### config.mk
export PLATFORM = sky130hd
export DESIGN_NAME = instr_fetch_unit_flat
export DESIGN_NICKNAME = d
export VERILOG_FILES = /design/src/rtl/instr_fetch_unit_if.sv /design/src/rtl/instr_fetch_unit.sv /design/src/flat_wrapper.sv
export SDC_FILE = /design/constraint.sdc
export NUM_CORES = 1
export LEC_CHECK = 0
export CORE_ASPECT_RATIO = 1.1
export CORE_UTILIZATION = 44
export CTS_BUF_LIST = sky130_fd_sc_hd__clkbuf_16
export DETAILED_ROUTE_END_ITERATION = 12
export HOLD_SLACK_MARGIN = 0.12
export PLACE_DENSITY_LB_ADDON = 0.1
export SLEW_MARGIN = 25
export SYNTH_ARGS = -nofsm -noshare
export SYNTH_HDL_FRONTEND = slang
export SYNTH_SLANG_ARGS = --single-unit
### constraint.sdc
create_clock -name clk -period 4.2 [get_ports clk]
set_input_delay 0.63 -clock clk [delete_from_list [all_inputs] [get_ports clk]]
set_output_delay 0.63 -clock clk [all_outputs]
set_load 0.005 [all_outputs]
### src/rtl/instr_fetch_unit_if.sv
// Memory-side bus of the instruction fetch unit.
// master: fetch unit (issues read requests, consumes responses)
// slave : instruction memory
//   mem_req_valid / mem_req_ready : request handshake
//   mem_addr                      : request address
//   mem_rsp_valid / mem_rdata     : read response
//   mem_rsp_err                   : bus error, qualified by mem_rsp_valid
interface instr_fetch_unit_if #(
    parameter int XLEN = 32
);
    logic            mem_req_valid;
    logic            mem_req_ready;
    logic [XLEN-1:0] mem_addr;
    logic            mem_rsp_valid;
    logic [31:0]     mem_rdata;
    logic            mem_rsp_err;

    modport master (
        output mem_req_valid,
        output mem_addr,
        input  mem_req_ready,
        input  mem_rsp_valid,
        input  mem_rdata,
        input  mem_rsp_err
    );

    modport slave (
        input  mem_req_valid,
        input  mem_addr,
        output mem_req_ready,
        output mem_rsp_valid,
        output mem_rdata,
        output mem_rsp_err
    );
endinterface

### src/rtl/instr_fetch_unit.sv
// Fetch stage of the multicycle RV32I core. Holds PC, OldPC and the
// instruction register; fetches from a variable-latency memory.
// Ports:
//   clk, reset (async, active-low)
//   fetch_start : control-unit fetch trigger (honoured in IDLE only)
//   pcwrite     : commit pc_next into PC (honoured in IDLE only)
//   pc_next     : new PC value
//   mem         : memory bus (master side)
//   pc, oldpc, instr, opcode, funct3, func7_bit5 : architectural outputs
//   instr_valid : instr holds a freshly fetched instruction
//   busy        : fetch outstanding (REQ or WAIT)
//   fetch_fault : sticky fault (misaligned PC or bus error)
module instr_fetch_unit #(
    parameter int              XLEN      = 32,
    parameter logic [XLEN-1:0] RESET_PC  = '0,
    parameter logic [31:0]     NOP_INSTR = 32'h0000_0013
) (
    input  logic                 clk,
    input  logic                 reset,
    input  logic                 fetch_start,
    input  logic                 pcwrite,
    input  logic [XLEN-1:0]      pc_next,
    instr_fetch_unit_if.master   mem,
    output logic [XLEN-1:0]      pc,
    output logic [XLEN-1:0]      oldpc,
    output logic [31:0]          instr,
    output logic [6:0]           opcode,
    output logic [2:0]           funct3,
    output logic                 func7_bit5,
    output logic                 instr_valid,
    output logic                 busy,
    output logic                 fetch_fault
);

    typedef enum logic [1:0] {
        IDLE  = 2'd0,
        REQ   = 2'd1,
        WAIT  = 2'd2,
        FAULT = 2'd3
    } state_t;

    state_t          state_q, state_d;
    logic [XLEN-1:0] pc_q, pc_d;
    logic [XLEN-1:0] oldpc_q, oldpc_d;
    logic [31:0]     instr_q, instr_d;
    logic            ivalid_q, ivalid_d;
    logic [XLEN-1:0] fetch_pc;

    // State and datapath registers
    always_ff @(posedge clk or negedge reset) begin
        if (!reset) begin
            state_q  <= IDLE;
            pc_q     <= RESET_PC;
            oldpc_q  <= '0;
            instr_q  <= NOP_INSTR;
            ivalid_q <= 1'b0;
        end else begin
            state_q  <= state_d;
            pc_q     <= pc_d;
            oldpc_q  <= oldpc_d;
            instr_q  <= instr_d;
            ivalid_q <= ivalid_d;
        end
    end

    // Next-state and datapath update
    always_comb begin
        state_d  = state_q;
        pc_d     = pc_q;
        oldpc_d  = oldpc_q;
        instr_d  = instr_q;
        ivalid_d = ivalid_q;
        // A same-cycle pcwrite takes effect before the fetch, so the
        // alignment check must look at pc_next rather than pc_q.
        fetch_pc = pcwrite ? pc_next : pc_q;
        unique case (state_q)
            IDLE: begin
                if (pcwrite) begin
                    pc_d = pc_next;
                end
                if (fetch_start) begin
                    ivalid_d = 1'b0;
                    state_d  = (fetch_pc[1:0] != 2'b00) ? FAULT : REQ;
                end
            end
            REQ: begin
                if (mem.mem_req_ready) begin
                    state_d = WAIT;
                end
            end
            WAIT: begin
                if (mem.mem_rsp_valid) begin
                    if (mem.mem_rsp_err) begin
                        state_d = FAULT;
                    end else begin
                        instr_d  = mem.mem_rdata;
                        oldpc_d  = pc_q;
                        ivalid_d = 1'b1;
                        state_d  = IDLE;
                    end
                end
            end
            FAULT: begin
                ivalid_d = 1'b0;
            end
            default: state_d = IDLE;
        endcase
    end

    // Outputs: decoded from the state register so reset drops them at once
    always_comb begin
        mem.mem_req_valid = (state_q == REQ);
        mem.mem_addr      = pc_q;
        busy              = (state_q == REQ) || (state_q == WAIT);
        fetch_fault       = (state_q == FAULT);
        instr_valid       = ivalid_q && (state_q != FAULT);
        pc                = pc_q;
        oldpc             = oldpc_q;
        instr             = instr_q;
        opcode            = instr_q[6:0];
        funct3            = instr_q[14:12];
        func7_bit5        = instr_q[30];
    end

endmodule

### src/flat_wrapper.sv
// flat-port wrapper written by rule: the top's interface ports become plain ports
module instr_fetch_unit_flat 
#(
    parameter int              XLEN      = 32,
    parameter logic [XLEN-1:0] RESET_PC  = '0,
    parameter logic [31:0]     NOP_INSTR = 32'h0000_0013
)
  (clk, reset, fetch_start, pcwrite, pc_next, pc, oldpc, instr, opcode, funct3, func7_bit5, instr_valid, busy, fetch_fault, mem_mem_req_valid, mem_mem_addr, mem_mem_req_ready, mem_mem_rsp_valid, mem_mem_rdata, mem_mem_rsp_err);
  instr_fetch_unit_if #(.XLEN(XLEN)) mem_i ();
  input  logic clk;
  input  logic reset;
  input  logic fetch_start;
  input  logic pcwrite;
  input  logic [XLEN-1:0] pc_next;
  output logic [XLEN-1:0] pc;
  output logic [XLEN-1:0] oldpc;
  output logic [31:0] instr;
  output logic [6:0] opcode;
  output logic [2:0] funct3;
  output logic func7_bit5;
  output logic instr_valid;
  output logic busy;
  output logic fetch_fault;
  output wire logic [$bits(mem_i.mem_req_valid)-1:0] mem_mem_req_valid;
  output wire logic [$bits(mem_i.mem_addr)-1:0] mem_mem_addr;
  input wire logic [$bits(mem_i.mem_req_ready)-1:0] mem_mem_req_ready;
  input wire logic [$bits(mem_i.mem_rsp_valid)-1:0] mem_mem_rsp_valid;
  input wire logic [$bits(mem_i.mem_rdata)-1:0] mem_mem_rdata;
  input wire logic [$bits(mem_i.mem_rsp_err)-1:0] mem_mem_rsp_err;
  assign mem_mem_req_valid = mem_i.mem_req_valid;
  assign mem_mem_addr = mem_i.mem_addr;
  assign mem_i.mem_req_ready = mem_mem_req_ready;
  assign mem_i.mem_rsp_valid = mem_mem_rsp_valid;
  assign mem_i.mem_rdata = mem_mem_rdata;
  assign mem_i.mem_rsp_err = mem_mem_rsp_err;
  instr_fetch_unit #(.XLEN(XLEN), .RESET_PC(RESET_PC), .NOP_INSTR(NOP_INSTR)) u_core (.clk(clk), .reset(reset), .fetch_start(fetch_start), .pcwrite(pcwrite), .pc_next(pc_next), .mem(mem_i), .pc(pc), .oldpc(oldpc), .instr(instr), .opcode(opcode), .funct3(funct3), .func7_bit5(func7_bit5), .instr_valid(instr_valid), .busy(busy), .fetch_fault(fetch_fault));
endmodule
== Word level (Yosys, flattened, before mapping) ==
Cells that the tools add are included.

* Bits of input ports: 71
* Register bits: 99

* Bitwise operators: 1
* Multiplexer cells: 11
* Reductions and logical operators: 10
* Equality and inequality tests: 8

{| class="wikitable"
|+ Operators by type and width
! operator !! count
|-
| $mux W2 || 6
|-
| $ne A2 B2 Y1 const B || 4
|-
| $reduce_and A4 Y1 || 2
|-
| $pmux W2 S3 || 1
|-
| $reduce_bool A3 Y1 || 2
|-
| $eq A2 B2 Y1 const B || 2
|-
| $mux W1 || 3
|-
| $pmux W1 S3 || 1
|-
| $reduce_and A3 Y1 || 1
|-
| $eq A2 B1 Y1 const B || 1
|-
| $logic_not A2 Y1 || 1
|-
| $ne A2 B1 Y1 const B || 1
|-
| $reduce_and A2 Y1 || 1
|-
| $reduce_bool A2 Y1 || 1
|-
| $logic_and A1 B1 Y1 || 1
|-
| $logic_or A1 B1 Y1 || 1
|-
| $not A1 Y1 || 1
|}

== Depth between registers and ports, before layout ==
Gate-level depths: netlist (run 1).

* Word-level depth: 5
* Depth in mapped cells: 6
* Depth with buffers taken out: 5

== Worst setup path after synthesis (run 1) ==
OpenSTA, ideal clock, no wires.

* Path type: register to register
* Start: register u_core.state_q[0]
* End: register u_core.ivalid_q
* Cell stages (with the launch flop): 6
* Period minus slack after synthesis: 1.567 ns
* Data arrival time: 1.441 ns
* Library setup time: 0.125 ns
* Path slack: 2.633 ns
* Cells stage by stage: dfrtp_1 > inv_1 > ha_1 > nor2b_4 > a2111o_1 > mux2_4

* Cells in the longest elaborated chain, start to end: 3
* Elaborated cells on any way between the ends: 9
* Those cells by class: 5 x eq/ne; 1 x mux; 3 x reduce/logical

{| class="wikitable"
|+ RTL lines
! element !! RTL line !! text
|-
| start: declaration || instr_fetch_unit.sv:42 || <nowiki>state_t state_q, state_d;</nowiki>
|-
| start signal: assignment || instr_fetch_unit.sv:58 || <nowiki>state_q <= state_d;</nowiki>
|-
| $eq A2 B2 Y1 / $logic_not A2 Y1 (equally long branches) || instr_fetch_unit.sv:76 || <nowiki>unique case (state_q)</nowiki>
|-
| $ne A2 B2 Y1 (no line) / $reduce_bool A3 Y1 (equally long branches) || n/a ||
|-
| $reduce_and A4 Y1 (no line) || n/a ||
|-
| end signal: assignment || instr_fetch_unit.sv:62 || <nowiki>ivalid_q <= ivalid_d;</nowiki>
|-
| end: declaration || instr_fetch_unit.sv:46 || <nowiki>logic ivalid_q, ivalid_d;</nowiki>
|}

Parallel ways exist; a longest one is shown, timed or not.
A chain may end at the register's enable or synchronous reset.

== Final worst setup path (run 1) ==
* Start: register u_core.state_q[0]
* End: output busy

* Cells in the longest elaborated chain, start to end: 2
* Elaborated cells on any way between the ends: 3
* Those cells by class: 2 x eq/ne; 1 x reduce/logical

{| class="wikitable"
|+ RTL lines
! element !! RTL line !! text
|-
| $eq A2 B1 Y1 / $eq A2 B2 Y1 (equally long branches) || instr_fetch_unit.sv:114 || <nowiki>busy = (state_q == REQ) || (state_q == WAIT);</nowiki>
|-
| $logic_or A1 B1 Y1 * || instr_fetch_unit.sv:114 ||
|-
| end: declaration || flat_wrapper.sv:22 || <nowiki>output logic busy;</nowiki>
|}

Every way passes the cells marked *; elsewhere a longest branch is shown, timed or not.

==> impl_metrics.ini, run 1 <==
[logic_synthesis]
synth_common_cells = dfrtp_1 (96), mux2_4 (61), buf_4 (43), mux2_2 (36), buf_6 (7)
synth-async-reset-ratio_pct = 100
synth_edf_count = 0
synth_most_common_cell = dfrtp_1
yosysUniqueCellTypes = 21
yosys.area.top_type = dfrtp_1
yosysTopAreaCellShare_pct = 54.2
synth-seq-cells = 99
avgSynthCellArea_um2 = 16.2
ys.flop_type = dfrtp_1
ys_seq_area_share_pct = 56.0
synth_warnings = 0
syn_inst = 273
synth_area_leaders = dfrtp_1 (54%), mux2_4 (21%), mux2_2 (9.2%)
synth_area_um2 = 4430
syn-num-nets = 350

[sta]
period_needed_ns = 2.35
fmax_mhz = 425
hold_violations = 0
rsz0062_at_grt = no
post-route-period-util_pct = 56.0
hold_ws_ns = 0.367
finalSetupViolCount = 0
maxSlewHeadroom_pct = 47.4
slew_violations = 0
fin_worst_skew_ns = 0.00690
tightest_slew_ns = 0.788
fin_setup_tns_ns = 0

[pwr]
power_switching_uw = 1420
cellPowerDensity_nw_per_um2 = 784
switching_share_pct = 27.3
comb_power_share_pct = 49.0
power.leakage_uw = 0.00301
internal_power_uw = 3780
p_clk_share_pct = 16.0
seq_power_share_pct = 35.1
irDropWorstVdd_mv = 0.344

[drt]
wl_per_cell_um = 16.8
drt_pre_antenna_iters = 8
viasPerCell = 4.81
drc = 34
num_vias = 2754
drt-initial-drc-count = 82
routed_wl_mm = 9.63
ant_nets = 0

[worst_setup_path]
crit_chain = inv_1 -> ha_1 -> clkdlybuf4s50_1
critPathKind = reg2out
critPathCaptureType = output pin
r2r_start = u_core.state_q[0]
crit_end = busy
cpPeakStageDelay_ns = 0.52
worstPathRequired_ns = 3.57
reg2reg_to = u_core.instr[31]
worstSetupStartpoint = u_core.state_q[0]
critical_path_arrival_ns = 1.72
critPathTopFamily = buffers and inverters
crit_path_start_kind = register
ff2ff_setup_slack_ns = 2.36
critPathBufInv = 2
cp.depth = 3
worstPathMaxFanout = 4
worst_r2r_path_depth = 5
critPathSlowestCell = clkdlybuf4s50_1

[cells_and_area]
drive_above_1_share_pct = 27.0
antenna_cells = 0
multiInputGateArea_um2 = 1520
seqCellArea_um2 = 2480
nFillCells = 716
nNetsFinal = 524
area_delta_synth_final_pct = 49.6

[floorplan]
die_area_um2 = 10500
io_pins = 214
rows = 38
coreArea_um2 = 9840
die_w_um = 97.7
start_util_pct = 45.0
die_y_um = 107

[place]
gp_congestion = 0.760
dp.final_hpwl_mm = 6.75
io_buffers = 213

[outcome]
violations = design-rule violations
status = finished with violations

[clocking]
clk_pin_slew_ns = 0.07
cts_tree = done
cts_made_buffers = 9
cts.sinks = 99
clkLatencyLatePin_ns = 0.34
htreeDepth = 3
cts_buffer_depth = 2
cts_setup_buffers = 0
cts-root-buf = clkbuf_16
holdBufCountCts = 0
cts_resized = 0

[global_routing]
grt_pass1_wl_mm = 15.3
grt_pass1_vias = 2901
grt_max_degree = 65
gr-usage-all-layers_pct = 19.0
grt_antenna_before_repair = 0
overflow = 0

[job]
maxCapViolCount = 0

[min_path]
hold_path_class = in2async
-- cell families after synthesis --
kind of cell,after synthesis,share of synthesized area [%]
multiplexers,99,30.3
AO/OA/AOI/OAI,3,0.622
AND/OR/NAND/NOR,10,1.72
flip-flops,99,56.0
adder cells (fa/ha/maj),6,1.69
buffers and inverters,56,9.66
-- how the worst min path moves through the flow --
stage                     start          endpoint  slack [ns]  depth (start not counted)
2_1_floorplan             reset  u_core.instr[10]        0.33                          0
3_3_place_gp   u_core.instr[27]  u_core.instr[27]        0.49                          1
3_5_place_dp   u_core.oldpc[13]  u_core.oldpc[13]        0.49                          1
4_1_cts                   reset  u_core.instr[13]        0.40                          1
5_1_grt                   reset  u_core.instr[13]        0.43                          1
6_report                  reset  u_core.instr[13]        0.37                          1
-- worst reg2reg max path: stages, from the launching register on --
cell and delay, ns:
dfrtp_1 0.40, inv_1 0.11, ha_1 0.24, nand3b_1 0.14, buf_12 0.41, mux2_2 0.43
-- power groups by stage --
stage / logic [uW] / registers (uW) / clock network (uW)
5_1_grt: 2700 / 1890 / 894
3_5_place_dp: 2560 / 1840 / 0
4_1_cts: 2580 / 1830 / 851
6_report: 2540 / 1820 / 829
3_3_place_gp: 2530 / 1810 / 0
2_1_floorplan: 1210 / 1810 / 0
-- through the flow --
step	total power, uW	setup slack, ns	instances	util, %	area, um^2
floorplan	3020	2.63	273	-	4430
global placement	4340	1.96	556	64.3	6330
detailed placement	4400	1.93	556	64.3	6330
CTS	5260	1.82	572	67.3	6630
global route	5490	1.77	572	67.3	6630
finish	5190	1.85	572	67.3	6630
-- layer usage --
layer	wire (um)	part of all wire [%]	GRT usage [%]
met1	4150	43	25.1
met2	4560	47	29.7
met3	777	8.1	6.06
met4	139	1.4	5.84
met5	0	0	0
-- final cells by class --
type / instances / area share [%]
clock inverters: 7 / 1.13
well taps: 120 / 2.27
inverters: 3 / 0.170
clock buffers: 9 / 3.40
repair buffers: 216 / 32.7
multi-input cells: 118 / 22.9
flip-flops and latches: 99 / 37.4
-- state kept, by name, summed over array words and instances (netlist names) --
signal and count:
u_core.oldpc 32, u_core.ivalid_q 1, u_core.state_q 2, u_core.mem.mem_addr 32
u_core.instr 32
-- layout by cell type (no fill, tap or decap), drive strengths merged, types with 2 or more instances in the layout --
| cell type | n |
|---|---|
| mux2 | 97 |
| dfrtp | 96 |
| clkbuf | 9 |
| inv | 5 |
| clkdlybuf4s50 | 212 |
| clkinvlp | 3 |
| dfstp | 3 |
| nor4 | 2 |
| ha | 6 |
| mux2i | 2 |
| nor2b | 4 |
| buf | 4 |
No activity file was read; power rests on OpenSTA's default activity.
==> run 2, diff against run 1 <==
CORE_UTILIZATION = 41   (was 44)
clock period = 2.35 ns   (was 4.2 ns; I/O delays follow)
==> impl_metrics.ini, run 2 (synthesized netlist as in run 1, its figures left out) <==
[sta]
slew_violations = 0
rsz0062_at_grt = no
period_needed_ns = 2.06
tightest_slew_ns = 0.672
fin_setup_tns_ns = 0
maxSlewHeadroom_pct = 55.2
fmax_mhz = 485
post-route-period-util_pct = 87.8
hold_ws_ns = 0.508
hold_violations = 0
fin_worst_skew_ns = 0.00808
finalSetupViolCount = 0

[cells_and_area]
nNetsFinal = 527
drive_above_1_share_pct = 26.6
fin_area_um2 = 6730
layout_common_cells = clkdlybuf4s50_1 (212), dfrtp_1 (96), mux2_4 (61)
antenna_cells = 0
area_delta_synth_final_pct = 51.9
nFillCells = 860
final_util_pct = 64.5
final_common_cell = clkdlybuf4s50_1

[drt]
wl_per_cell_um = 16.1
drc = 0
ant_nets = 0
routed_wl_mm = 9.65
num_vias = 2751
drt-initial-drc-count = 58
viasPerCell = 4.60
drt_pre_antenna_iters = 4

[floorplan]
die_y_um = 111
die_w_um = 101
rows = 39
start_util_pct = 42.4
die_area_um2 = 11200
coreArea_um2 = 10400
io_pins = 214

[worst_setup_path]
worst_r2r_path_depth = 5
worstPathRequired_ns = 2.00
worstPathMaxFanout = 4
critPathKind = reg2out
critPathCaptureType = output pin
ff2ff_setup_slack_ns = 0.58
crit_path_start_kind = register
critical_path_arrival_ns = 1.71

[min_path]
hold_path_class = reg2reg
hold_depth = 1

[clocking]
cts_setup_buffers = 0
clk_pin_slew_ns = 0.06
clkLatencyLatePin_ns = 0.34
htreeDepth = 3
cts.sinks = 99
cts-root-buf = clkbuf_16
cts_made_buffers = 9
cts_tree = done
cts_resized = 0
holdBufCountCts = 1
cts_buffer_depth = 2

[place]
io_buffers = 213
gp_congestion = 0.837
place_area_um2 = 6410
dp.final_hpwl_mm = 6.96

[global_routing]
grt_pass1_vias = 2889
gr-usage-all-layers_pct = 17.8
grt_max_degree = 52
grt_antenna_before_repair = 0
grt_pass1_wl_mm = 15.1
overflow = 0

[pwr]
irDropWorstVdd_mv = 0.873
power.leakage_uw = 0.00305
cellPowerDensity_nw_per_um2 = 1390

[job]
maxCapViolCount = 0

[outcome]
status = completed
run 2: cell count changes in the layout (fill, tap and decap cells not counted):
cell           change
buf_12             +3
clkinv_2           -1
dlygate4sd3_1      +1
clkinvlp_4         -1
buf_4              -1
clkinv_1           +1
inv_1              +2
bufinv_16          +1
inv_6              -2
run 2: per-stage QoR:
| stage | total power (uW) | cells | worst slack, ns |
|---|---|---|---|
| final | 9340 | 598 | 0.287 |
| after global routing | 9910 | 598 | 0.205 |
| after CTS | 9470 | 598 | 0.254 |
| after detailed placement | 7890 | 581 | 0.420 |
| after global placement | 7800 | 581 | 0.451 |
| after floorplan | 5410 | 273 | 0.783 |
run 2: area by class of cell:
type                    count  area, um^2  share of cell area, %
clock buffers               9         225                   3.35
flip-flops and latches     99        2480                   36.9
multi-input cells         118        1520                   22.6
repair buffers            219        2230                   33.1
well taps                 143         179                   2.66
clock inverters             7        86.3                   1.28
inverters                   3        11.3                  0.167
run 2: layer usage:
layer  track usage (%)  share of wire [%]
met1              21.4                 41
met3              6.12                9.6
met4              7.34                1.6
met2              28.8                 47
met5                 0                  0
run 2: worst paths after layout:
check / start / endpoint
worst max register to register: u_core.state_q[0] / u_core.instr[25]
max in group asynchronous: reset / u_core.mem.mem_addr[21]
worst min-delay path: u_core.instr[25] / u_core.instr[25]
worst max-delay path: u_core.state_q[1] / busy
min in group asynchronous: reset / u_core.oldpc[28]
worst min register to register: u_core.instr[25] / u_core.instr[25]
run 2: power by group:
part           switching, uW  internal [uW]  leakage [uW]  total, uW
combinational           1210           3350       0.00172       4560
clock                    602            921      0.000152       1520
sequential               663           2590       0.00119       3250
run 2: worst max-delay path, cell delays in order, from the launching register on:
cell and delay [ns]:
dfrtp_1 0.40, inv_1 0.10, ha_1 0.36, clkdlybuf4s50_1 0.52
